--- src/rtl/img_loader_if.sv ---
// Pixel-stream, image-memory write and engine handshake signals of img_loader.
// The slave modport is the loader side; the master modport is the upstream/engine side.
interface img_loader_if;
    logic        in_valid;
    logic [19:0] in_data;   // signed Q4.16 pixel
    logic        in_ready;
    logic        iwr;
    logic [11:0] iaddr_wr;
    logic [19:0] idata_wr;
    logic        ready;
    logic        busy;
    logic        frame_done;
    logic [19:0] checksum;

    modport master (
        output in_valid, in_data, busy,
        input  in_ready, iwr, iaddr_wr, idata_wr, ready, frame_done, checksum
    );

    modport slave (
        input  in_valid, in_data, busy,
        output in_ready, iwr, iaddr_wr, idata_wr, ready, frame_done, checksum
    );
endinterface

--- src/rtl/img_loader.sv ---
// Loads one NPIX-pixel frame into image memory, then hands it to the convolution engine.
// Define CHECKSUM_EN to build the per-frame XOR checksum register; otherwise checksum is 0.
module img_loader #(
    parameter int unsigned NPIX = 4096
) (
    input logic         clk,
    input logic         reset,
    img_loader_if.slave bus
);
    typedef enum logic [2:0] {StIdle, StLoad, StHand, StWaitHi, StWaitLo} state_e;

    localparam logic [11:0] LastIdx = 12'(NPIX - 1);

    state_e      state_q, state_d;
    logic [11:0] cnt_q, cnt_d;
    logic        in_ready_q, in_ready_d;
    logic        ready_q, ready_d;
    logic        frame_done_q, frame_done_d;
    logic        iwr_q;
    logic [11:0] iaddr_q;
    logic [19:0] idata_q;
    logic        in_ready;
    logic        accept;
    logic        last_pix;

    // busy gates in_ready combinationally so a busy engine blocks accepts at once
    assign in_ready = in_ready_q & ~bus.busy;
    assign accept   = bus.in_valid & in_ready;
    assign last_pix = (cnt_q == LastIdx);

    always_ff @(posedge clk or negedge reset) begin
        if (!reset) begin
            state_q <= StIdle;
        end else begin
            state_q <= state_d;
        end
    end

    always_comb begin
        state_d = state_q;
        unique case (state_q)
            StIdle:   if (accept) state_d = last_pix ? StHand : StLoad;
            StLoad:   if (accept && last_pix) state_d = StHand;
            StHand:   state_d = StWaitHi;
            StWaitHi: if (bus.busy) state_d = StWaitLo;
            StWaitLo: if (!bus.busy) state_d = StIdle;
            default:  state_d = StIdle;
        endcase
    end

    always_comb begin
        ready_d      = ready_q;
        frame_done_d = 1'b0;
        unique case (state_q)
            StHand:   ready_d = 1'b1;
            StWaitHi: if (bus.busy) ready_d = 1'b0;
            StWaitLo: if (!bus.busy) frame_done_d = 1'b1;
            default:  begin end
        endcase
        // Accepting resumes only after the frame_done cycle
        in_ready_d = ((state_d == StIdle) && !frame_done_d) || (state_d == StLoad);
    end

    always_comb begin
        cnt_d = cnt_q;
        if (accept) begin
            cnt_d = last_pix ? '0 : cnt_q + 12'd1;
        end
    end

    always_ff @(posedge clk or negedge reset) begin
        if (!reset) begin
            cnt_q        <= '0;
            in_ready_q   <= 1'b0;
            ready_q      <= 1'b0;
            frame_done_q <= 1'b0;
            iwr_q        <= 1'b0;
            iaddr_q      <= '0;
            idata_q      <= '0;
        end else begin
            cnt_q        <= cnt_d;
            in_ready_q   <= in_ready_d;
            ready_q      <= ready_d;
            frame_done_q <= frame_done_d;
            iwr_q        <= accept;
            if (accept) begin
                iaddr_q <= cnt_q;
                idata_q <= bus.in_data;
            end
        end
    end

    assign bus.in_ready   = in_ready;
    assign bus.iwr        = iwr_q;
    assign bus.iaddr_wr   = iaddr_q;
    assign bus.idata_wr   = idata_q;
    assign bus.ready      = ready_q;
    assign bus.frame_done = frame_done_q;

`ifdef CHECKSUM_EN
    logic [19:0] csum_q;

    // The first accept of a frame (counter at 0) restarts the running XOR
    always_ff @(posedge clk or negedge reset) begin
        if (!reset) begin
            csum_q <= '0;
        end else if (accept) begin
            csum_q <= (cnt_q == '0) ? bus.in_data : (csum_q ^ bus.in_data);
        end
    end

    assign bus.checksum = csum_q;
`else
    assign bus.checksum = '0;
`endif
endmodule

--- src/flat_wrapper.sv ---
// flat-port wrapper written by rule: the top's interface ports become plain ports
module img_loader_flat 
#(
    parameter int unsigned NPIX = 4096
)
  (clk, reset, bus_in_valid, bus_in_data, bus_busy, bus_in_ready, bus_iwr, bus_iaddr_wr, bus_idata_wr, bus_ready, bus_frame_done, bus_checksum);
  img_loader_if bus_i ();
  input logic clk;
  input logic reset;
  input wire logic [$bits(bus_i.in_valid)-1:0] bus_in_valid;
  input wire logic [$bits(bus_i.in_data)-1:0] bus_in_data;
  input wire logic [$bits(bus_i.busy)-1:0] bus_busy;
  output wire logic [$bits(bus_i.in_ready)-1:0] bus_in_ready;
  output wire logic [$bits(bus_i.iwr)-1:0] bus_iwr;
  output wire logic [$bits(bus_i.iaddr_wr)-1:0] bus_iaddr_wr;
  output wire logic [$bits(bus_i.idata_wr)-1:0] bus_idata_wr;
  output wire logic [$bits(bus_i.ready)-1:0] bus_ready;
  output wire logic [$bits(bus_i.frame_done)-1:0] bus_frame_done;
  output wire logic [$bits(bus_i.checksum)-1:0] bus_checksum;
  assign bus_i.in_valid = bus_in_valid;
  assign bus_i.in_data = bus_in_data;
  assign bus_i.busy = bus_busy;
  assign bus_in_ready = bus_i.in_ready;
  assign bus_iwr = bus_i.iwr;
  assign bus_iaddr_wr = bus_i.iaddr_wr;
  assign bus_idata_wr = bus_i.idata_wr;
  assign bus_ready = bus_i.ready;
  assign bus_frame_done = bus_i.frame_done;
  assign bus_checksum = bus_i.checksum;
  img_loader #(.NPIX(NPIX)) u_core (.clk(clk), .reset(reset), .bus(bus_i));
endmodule
--- config.mk ---
export PLATFORM = sky130hd
export DESIGN_NAME = img_loader_flat
export DESIGN_NICKNAME = d
export VERILOG_FILES = /design/src/rtl/img_loader_if.sv /design/src/rtl/img_loader.sv /design/src/flat_wrapper.sv
export SDC_FILE = /design/constraint.sdc
export NUM_CORES = 1
export LEC_CHECK = 0
export ABC_AREA = 1
export CORE_MARGIN = 3
export CORE_UTILIZATION = 25
export CTS_CLUSTER_DIAMETER = 30
export DETAILED_ROUTE_END_ITERATION = 16
export GPL_ROUTABILITY_DRIVEN = 0
export REMOVE_ABC_BUFFERS = 1
export SKIP_CTS_REPAIR_TIMING = 1
export SYNTH_ARGS = -nofsm -noshare
export SYNTH_HDL_FRONTEND = slang
export SYNTH_SLANG_ARGS = --single-unit
--- constraint.sdc ---
create_clock -name clk -period 1.4 [get_ports clk]
set_input_delay 0.28 -clock clk [delete_from_list [all_inputs] [get_ports clk]]
set_output_delay 0.28 -clock clk [all_outputs]
set_load 0.02 [all_outputs]
==> results_dict.tcl <==
set metrics [dict create \
    ys_warn_count 0 \
    clkLatencyLatePin_ns 0.30 \
    maxCapViolCount 0 \
    ant_nets 0 \
    ys_seq_area_frac 0.542 \
    nNetsFinal 382 \
    drc_errors 0 \
    max_freq_ghz 0.773 \
    cts-htree-levels 2 \
    met2WireLength_um 2440 \
    avgSynthCellArea_um2 8.32 \
    power.share.clock 0.261 \
    wl_per_cell_um 11.6 \
    grt_usage 0.106 \
    clk_path_buf_depth 2 \
    num_vias 1940 \
    pwr-share-comb 0.290 \
    min_delay_worst_endpoint "u_core.bus.frame_done$_DFF_PN0_" \
    drt_first_pass_iters 4 \
    synth_cells 283 \
    cts.sinks 51 \
    hold_start "bus_busy" \
    via_per_inst 4.16 \
    path_max_fanout 4 \
    startpoint "u_core.in_ready_q$_DFF_PN0_" \
    dp.final_hpwl_um 3840 \
    rr_worst_depth 7 \
    placed_area_um2 3080 \
    end_kind "flip-flop" \
    core_um2 8930 \
    p_per_area_nw_per_um2 1250 \
    crit_type "flip-flop to flip-flop" \
    fp-row-count 34 \
    setup.worst_path.start_class "flip-flop" \
    grt_pass1_vias 1910 \
    fin_util 0.372 \
    area_growth_pct 41.4 \
    r2r-end "u_core.cnt_q[6]$_DFFE_PN0P_" \
    final_hold_viol_count 0 \
    internal_power_uw 2800 \
    arrival_ns 1.54 \
    power_leakage_uw 0.00206 \
    maxUsedRoutingLayer "met4" \
    grt_setup_unrepaired "true" \
    slew_violations 0 \
    die_x_um 103 \
    status "finished clean" \
    ys_ff_latch 51 \
    finalClockSkew_ns 0.0104 \
    hold_depth 2 \
    drt_wl_total_um 5390 \
    pin_count 80 \
    fin_crit_ns 1.29 \
    drt-initial-drc-count 61 \
    grt_pass1_wl_um 9030 \
    hold_class "primary input to flip-flop" \
    multi_input_area_um2 895 \
    r2r_start "u_core.in_ready_q$_DFF_PN0_" \
    synth_cell_types 23 \
    fp.dieArea_um2 10600 \
    grt_max_degree 52 \
    worstPathRequired_ns 1.64 \
    dp.cells 455 \
    cts_buffers 5 \
    dr_wl_met3_um 388 \
    gr-total-overflow 0 \
    fin_crit_sh 0.924 \
    fillers 906 \
    drt-met1-wl_um 2550 \
    power_uw 4160 \
    syn_area_um2 2350 \
    cts_root_buf "clkbuf_8" \
    antenna_found_initial 0 \
    final_area_um2 3330 \
    num_antenna_cells 0 \
    layout.cells.non_filler 466 \
    die_h_um 103 \
    final-setup-viol-count 0 \
    io_buffer_count 59 \
    switching_share 0.326 \
    p_seq_frac 0.448 \
    final_layout_size_suffix_gt1_frac 0.0978 \
    clkTransAtPathRegs_ns 0.10 \
    p_sw_uw 1360 \
    regToRegSetupSlack_ns 0.11 \
    peakVddDrop_mv 0.436 \
    area.sequential_um2 1280 \
    cts_tree "yes" \
    start_util 0.263 \
]
[worst max-delay path: stages (launching register included)]
cell     delay (ns)
dfrtp_1        0.40
nand3_4        0.12
buf_12         0.15
nor3_4         0.24
nand2_1        0.11
nand2_1        0.07
nand2_1        0.05
nor2_1         0.09
[power groups by stage]
| stage | registers, µW | clock network (µW) | logic, µW |
|---|---|---|---|
| after global routing | 1900 | 1180 | 1350 |
| after floorplan | 2080 | 0 | 430 |
| final | 1860 | 1090 | 1210 |
| after global placement | 1900 | 0 | 1220 |
| after CTS | 1870 | 1130 | 1240 |
| after detailed placement | 1890 | 0 | 1240 |
[kinds of logic after synthesis]
logic type,count (synthesis),synth area share
and+or+nand+nor,161,0.285
buffers and inverters,48,0.115
DFF,51,0.542
adders and majority gates,1,0.00532
other,1,0.00159
AOI/OAI and AO/OA,19,0.0431
xor gates and xnor gates,2,0.00744
[flip-flops by register name, summed over array words and instances, names as in the netlist]
signal and flops:
u_core.bus.frame_done 1, u_core.bus.iaddr_wr 12, u_core.bus.idata_wr 20, u_core.bus.iwr 1, u_core.bus.ready 1, u_core.cnt_q 12, u_core.in_ready_q 1, u_core.state_q 3
[placed cells by master (no fill, tap or decap), types with 6 or more instances in the layout]
master           Yosys  routed
dfrtp_1             51      51
o21ai_0             15      15
clkdlybuf4s50_1      0      20
nor2_1              20      19
nand3_1             14      14
nand4_1              7       7
dlymetal6s2s_1       0      37
inv_1               18      18
nand2_1            114     112
conb_1               1      20
buf_4               20      14
clkbuf_8             0       6
[area by class of cell]
| cell class | instances | share of cell area |
|---|---|---|
| Clock buffer | 6 | 0.0248 |
| Clock inverter | 2 | 0.0105 |
| Inverter | 20 | 0.0226 |
| Multi-Input combinational cell | 203 | 0.269 |
| Sequential cell | 51 | 0.384 |
| Tap cell | 108 | 0.0406 |
| Timing Repair Buffer | 76 | 0.249 |
[cell usage after synthesis]
cell | n | area, µm²
nand2_1 | 114 | 428
dfrtp_1 | 51 | 1280
buf_4 | 20 | 150
nor2_1 | 20 | 75.1
inv_1 | 18 | 67.6
o21ai_0 | 15 | 75.1
nand3_1 | 14 | 70.1
buf_2 | 7 | 35.0
nand4_1 | 7 | 43.8
a21oi_1 | 2 | 10.0
nor3_1 | 2 | 10.0
xor2_1 | 2 | 17.5
buf_6 | 1 | 11.3
clkinv_1 | 1 | 3.75
conb_1 | 1 | 3.75
ha_1 | 1 | 12.5
inv_2 | 1 | 3.75
nand3_2 | 1 | 10.0
nor2_2 | 1 | 6.26
nor2_4 | 1 | 11.3
nor3_4 | 1 | 16.3
o211ai_1 | 1 | 7.51
o22a_1 | 1 | 8.76
[layer usage]
layer,GRT usage,vias to the layer above
li1,-,987
met1,0.141,892
met2,0.165,59
met3,0.0386,2
met4,0.0249,0
met5,0,-
[worst max path at each step]
stage                     slack, ns  cells past startpoint                           to
after floorplan               -0.66                      4  u_core.cnt_q[5]$_DFFE_PN0P_
after global placement        -0.33                      3                 bus_in_ready
after detailed placement      -0.35                      8  u_core.cnt_q[4]$_DFFE_PN0P_
after CTS                     -0.34                      3                 bus_in_ready
after global routing          -0.03                      7  u_core.cnt_q[6]$_DFFE_PN0P_
final                          0.11                      7  u_core.cnt_q[6]$_DFFE_PN0P_
[stage by stage]
stage	TNS, ns	hold WS, ns	setup slack, ns
after CTS	-6.44	-0.0385	-0.342
after global placement	-7.79	0.295	-0.329
after detailed placement	-10.0	0.299	-0.347
after floorplan	-18.04	-0.0156	-0.658
final	0	0.210	0.106
after global routing	-0.0277	0.198	-0.0277
Note: power is estimated with default switching activity, not from simulation.
